==> src/rtl/id_exe_stage.sv <==
// ID/EX pipeline register: valid/ready handshake, optional one-entry skid buffer,
// flush-to-bubble and a saturating bubble counter. State updates on the falling edge of Clk.
module id_exe_stage #(
    parameter int unsigned CTRL_W = 35,
    parameter int unsigned DATA_W = 32,
    parameter int unsigned N_DATA = 8,
    parameter int unsigned REG_W  = 5,
    parameter int unsigned SKID   = 1,
    parameter int unsigned CNT_W  = 16
) (
    input  logic                     Clk,
    input  logic                     Rst_n,
    input  logic                     in_valid,
    output logic                     in_ready,
    input  logic [CTRL_W-1:0]        in_ctrl,
    input  logic [N_DATA*DATA_W-1:0] in_data,
    input  logic [3*REG_W-1:0]       in_regs,
    input  logic                     flush,
    output logic                     out_valid,
    input  logic                     out_ready,
    output logic [CTRL_W-1:0]        out_ctrl,
    output logic [N_DATA*DATA_W-1:0] out_data,
    output logic [3*REG_W-1:0]       out_regs,
    output logic [CNT_W-1:0]         bubble_cnt
);
    localparam int unsigned DW = N_DATA * DATA_W;
    localparam int unsigned RW = 3 * REG_W;

    logic              main_valid;
    logic [CTRL_W-1:0] main_ctrl;
    logic [DW-1:0]     main_data;
    logic [RW-1:0]     main_regs;

    logic              skid_valid;
    logic [CTRL_W-1:0] skid_ctrl;
    logic [DW-1:0]     skid_data;
    logic [RW-1:0]     skid_regs;

    logic              accept;
    logic              consume;

    always_comb begin
        in_ready = 1'b0;
        if (SKID != 0) in_ready = ~skid_valid;
        else           in_ready = ~main_valid | out_ready;
    end

    assign accept  = in_valid & in_ready;
    assign consume = main_valid & out_ready;

    assign out_valid = main_valid;
    assign out_ctrl  = main_valid ? main_ctrl : '0;
    assign out_data  = main_data;
    assign out_regs  = main_regs;

    // Skid drains into main before any new beat is taken, which keeps FIFO order;
    // in_ready is low while skid is full so accept never coincides with the drain.
    always_ff @(negedge Clk or negedge Rst_n) begin
        if (!Rst_n) begin
            main_valid <= 1'b0;
            main_ctrl  <= '0;
            main_data  <= '0;
            main_regs  <= '0;
            skid_valid <= 1'b0;
            skid_ctrl  <= '0;
            skid_data  <= '0;
            skid_regs  <= '0;
        end else if (flush) begin
            main_valid <= 1'b0;
            skid_valid <= 1'b0;
        end else if (consume && skid_valid) begin
            main_ctrl  <= skid_ctrl;
            main_data  <= skid_data;
            main_regs  <= skid_regs;
            skid_valid <= 1'b0;
        end else if (accept && (!main_valid || consume)) begin
            main_valid <= 1'b1;
            main_ctrl  <= in_ctrl;
            main_data  <= in_data;
            main_regs  <= in_regs;
        end else if (accept && (SKID != 0)) begin
            skid_valid <= 1'b1;
            skid_ctrl  <= in_ctrl;
            skid_data  <= in_data;
            skid_regs  <= in_regs;
        end else if (consume) begin
            main_valid <= 1'b0;
        end
    end

    always_ff @(negedge Clk or negedge Rst_n) begin
        if (!Rst_n) begin
            bubble_cnt <= '0;
        end else if (out_ready && !main_valid && (bubble_cnt != '1)) begin
            bubble_cnt <= bubble_cnt + 1'b1;
        end
    end

endmodule
==> config.mk <==
export PLATFORM = sky130hd
export DESIGN_NAME = id_exe_stage
export DESIGN_NICKNAME = d
export VERILOG_FILES = /design/src/rtl/id_exe_stage.sv
export SDC_FILE = /design/constraint.sdc
export NUM_CORES = 1
export LEC_CHECK = 0
export ABC_CLOCK_PERIOD_IN_PS = 2000
export BUFFER_PORTS_ARGS = -buffer_cell sky130_fd_sc_hd__buf_2
export CAP_MARGIN = 25
export CORE_ASPECT_RATIO = 1.75
export CORE_MARGIN = 5
export CORE_UTILIZATION = 40
export CTS_BUF_LIST = sky130_fd_sc_hd__clkbuf_8
export DETAILED_ROUTE_END_ITERATION = 10
export SETUP_SLACK_MARGIN = 0.1
export SYNTH_ARGS = -nofsm -noshare
export SYNTH_HDL_FRONTEND = slang
export SYNTH_SLANG_ARGS = --single-unit
==> constraint.sdc <==
create_clock -name Clk -period 2 [get_ports Clk]
set_clock_uncertainty 0.2 [all_clocks]
set_input_delay 0.4 -clock Clk [delete_from_list [all_inputs] [get_ports Clk]]
set_output_delay 0.4 -clock Clk [all_outputs]
set_load 0.005 [all_outputs]
; After elaboration in Yosys (flattened, before gate mapping)
; Index checks and enable logic that the tools add are counted.
; Widths: inputs -> output; s select.
[word_totals]
ff_bits = 630
in_bits = 311
out_inout_bits = 324
[classes]
addsub = 1
n_eq_ne = 4
muxes = 16
bitwise = 6
n_reduce_logical = 13
[ops]
columns = op, n
row1 = $mux 256, 2
row2 = $mux 35, 3
row3 = $mux 15, 2
row4 = $add 16x1->16 const B, 1
row5 = $ne 16x16->1 const B, 1
row6 = $mux 1, 9
row7 = $reduce_bool 3->1, 2
row8 = $logic_and 1x1->1, 4
row9 = $not 1->1, 4
row10 = $reduce_and 2->1, 2
row11 = $reduce_and 4->1, 1
row12 = $ne 3x2->1 const B, 1
row13 = $ne 3x3->1 const B, 1
row14 = $reduce_and 3->1, 1
row15 = $and 1x1->1, 2
row16 = $ne 2x2->1 const B, 1
row17 = $reduce_bool 2->1, 1
row18 = $logic_not 1->1, 1
row19 = $logic_or 1x1->1, 1

; Logic depth before layout (Yosys ltp)
[depth]
depth_word = 6
depth_mapped = 7

==> results.json <==
{
  "routed-wl-met2_um": 44100,
  "cap_violations": 0,
  "violations": "setup timing",
  "overflow": 0,
  "yosys_warnings": 0,
  "start_util_pct": 40.2,
  "yosysMostFrequentCell": "dfrtn_1",
  "worstSetupStartpointType": "flop",
  "ys_top_cells_by_count": "630 x dfrtn_1, 619 x nand2_1, 314 x nor2_1",
  "syn_area_sq_um": 26500,
  "stdcell_count": 4395,
  "clock-root-buffer": "clkbuf_8",
  "clock_latency_ns": 0.61,
  "power_density_nw_per_um2": 1020,
  "critical_path_arrival_ns": 2.62,
  "clk_pin_slew_ns": 0.05,
  "yosysTopAreaCell": "dfrtn_1",
  "hold_viol_final": 0,
  "rr_startpoint": "out_valid",
  "fin_ws_ns": -1.22,
  "async_flop_share_pct": 100,
  "drv_slew": 0,
  "post_synth.cell_area_avg_sq_um": 10.9,
  "min_path_type": "reg2reg",
  "status": "finished, violations left",
  "crit_chain": "buf_12, buf_12, and2_1, buf_2",
  "area.sequential_sq_um": 15800,
  "syn_to_final_growth_pct": 39.8,
  "tns_ns": -507.68,
  "cp.required_ns": 1.40,
  "drcViolationCount": 0,
  "max_slew_margin_pct": 73.7,
  "htreeDepth": 3,
  "grt_pass1_wl_um": 129000,
  "die_h_um": 351,
  "drt_pass1_iterations": 8,
  "crit_buf_inv": 3,
  "synth-edff-count": 0,
  "via_per_inst": 5.10,
  "finalWirelength_um": 86700,
  "cts_tree": "built",
  "route.met3.wl_um": 7180,
  "port_buffers": 634,
  "nNetsFinal": 3731,
  "numCtsBuffers": 96,
  "reg2reg_slack_ns": -0.46,
  "multi_input_area_sq_um": 9720,
  "crit_family": "flip-flops",
  "cp_max_fo": 15,
  "pre_cts_ws_ns": -1.18,
  "crit_type": "reg2out",
  "clock_path_buffers": 3,
  "pin_count": 635,
  "yosys_register_bits": 630,
  "synthTopCellsByArea": "dfrtn_1 59%, mux2_2 13%, nand2_1 8.8%",
  "synth_seq_area_share_pct": 59.5,
  "netlist_instances": 2439,
  "dieArea_sq_um": 71700,
  "dpl.hpwl_um": 59600,
  "crit_path_frequent_cell": "buf_12",
  "fp.coreArea_sq_um": 66000,
  "setup_violations": 952,
  "synth_cell_types": 37,
  "grt_usage_pct": 22.7,
  "synth.top_cell.area_share_pct": 59.5,
  "worst_path_max_delay_cell": "dfrtn_1",
  "grt_max_degree": 55,
  "cts_sinks": 630,
  "tightest_slew_ns": 0.395,
  "rows": 125,
  "route.top_layer_used": "met5",
  "cpPeakStageDelay_ns": 0.44,
  "worstHoldStart": "skid_data[201]",
  "cp-end-kind": "output pin",
  "leakagePower_nw": 17.7,
  "grt_pass1_vias": 22800,
  "drt_iter0_markers": 1098,
  "drive_gt1_share_pct": 44.5,
  "vias": 22400,
  "met1_length_um": 31500,
  "fill_cells": 5691,
  "synth_flop_cell": "dfrtn_1",
  "wl_per_cell_um": 19.7,
  "dp.cells": 3978,
  "critPathLaunch": "out_valid",
  "ant_nets": 0,
  "power_mw": 37.7,
  "synth_fp_nets": 2751,
  "antenna_found_initial": 18,
  "rsz0062_at_grt": "true",
  "die_w_um": 205,
  "gp_congestion": 0.853,
  "max-vdd-ir-drop_v": 0.000692
}
## layer usage
layer	global-route usage [%]	vias up
met1	25.6	11000
met3	6.74	206
met2	39.7	903
li1	-	10300
met5	0	-
met4	10.0	8
## what timing repair did
action | 4_1_cts | 5_1_grt
setup buffers | 102 | 96
hold buffers | 0 | 0
gates resized for setup | 119 | 71
hold endpoints to repair | 0 | 0
gates cloned | 16 | 18
pin swaps | 1 | 1
setup endpoints to repair | 952 | 953
## state kept, by name (all words and copies together), names as in the netlist, 15 cells and up
register,flops
skid_regs,15
skid_ctrl,35
main_ctrl,35
out_data,256
out_regs,15
bubble_cnt,16
skid_data,256
## metrics by stage
step / util, % / hold slack, ns / area [sq um]
after floorplan: - / 0.233 / 26700
after global placement: 48.1 / 0.246 / 31800
after detailed placement: 48.1 / 0.252 / 31800
after CTS: 53.9 / 0.253 / 35500
after global routing: 56.1 / 0.261 / 37000
final: 56.2 / 0.251 / 37100
## final cells by class
type,count,share of cell area (%)
inverter,3,0.0338
antenna,16,0.108
multi-input combinational,1633,26.2
clock buffer,122,4.53
timing repair buffer,1055,22.8
tap,889,3.00
clock inverter,47,0.793
sequential,630,42.5
## placed cells by master, fill, tap and decap left out, types with 2 or more instances in the layout
cell type  netlist  layout
and3_1           2       2
clkbuf_8         0     122
diode_2          0      16
xnor2_1          5       5
nor3_1           5       5
nand2_1        619     618
a31oi_2          0      13
xor2_1           7       7
nor2_4           1       2
a31oi_1        306     292
nand4_1          6       6
buf_4           34     295
clkinv_2         0       9
buf_12           0      72
a21oi_1          2       2
and2_1          35      13
mux2_2         309     307
nor2_2           0       2
o21ai_0          2       2
buf_2           46     564
buf_16           0      19
buf_6           52      82
buf_8            0       6
nor2_1         314     311
nand3_1          4       4
bufinv_16        0       3
dfrtn_1        630     630
inv_1            2      34
and2_4           0      22
mux2_4           0       2
clkbuf_16        0      17
## path summary, 6_finish.rpt
check | endpoint | cells past startpoint
setup / recovery | out_ctrl[29] | 4
hold / removal | skid_data[201] | 1
setup reg to reg | out_regs[8] | 11
hold reg to reg | skid_data[201] | 1
max in group asynchronous | skid_data[94] | 3
min in group asynchronous | main_ctrl[31] | 2
## report_power, final
part	internal, mW	total (mW)	switching, mW
combinational	5.17	8.86	3.68
clock	5.87	10.9	5.06
sequential	16.1	17.9	1.83
## cells by family after synthesis
group,count (synthesis),synth area share [%]
AO/OA/AOI/OAI,312,7.35
XOR/XNOR,12,0.396
AND/OR/NAND/NOR,999,15.0
multiplexers,309,13.1
flip-flops,630,59.5
adder cells (fa/ha/maj),1,0.0472
buffers and inverters,176,4.66
No activity file was read; power rests on OpenSTA's default activity.
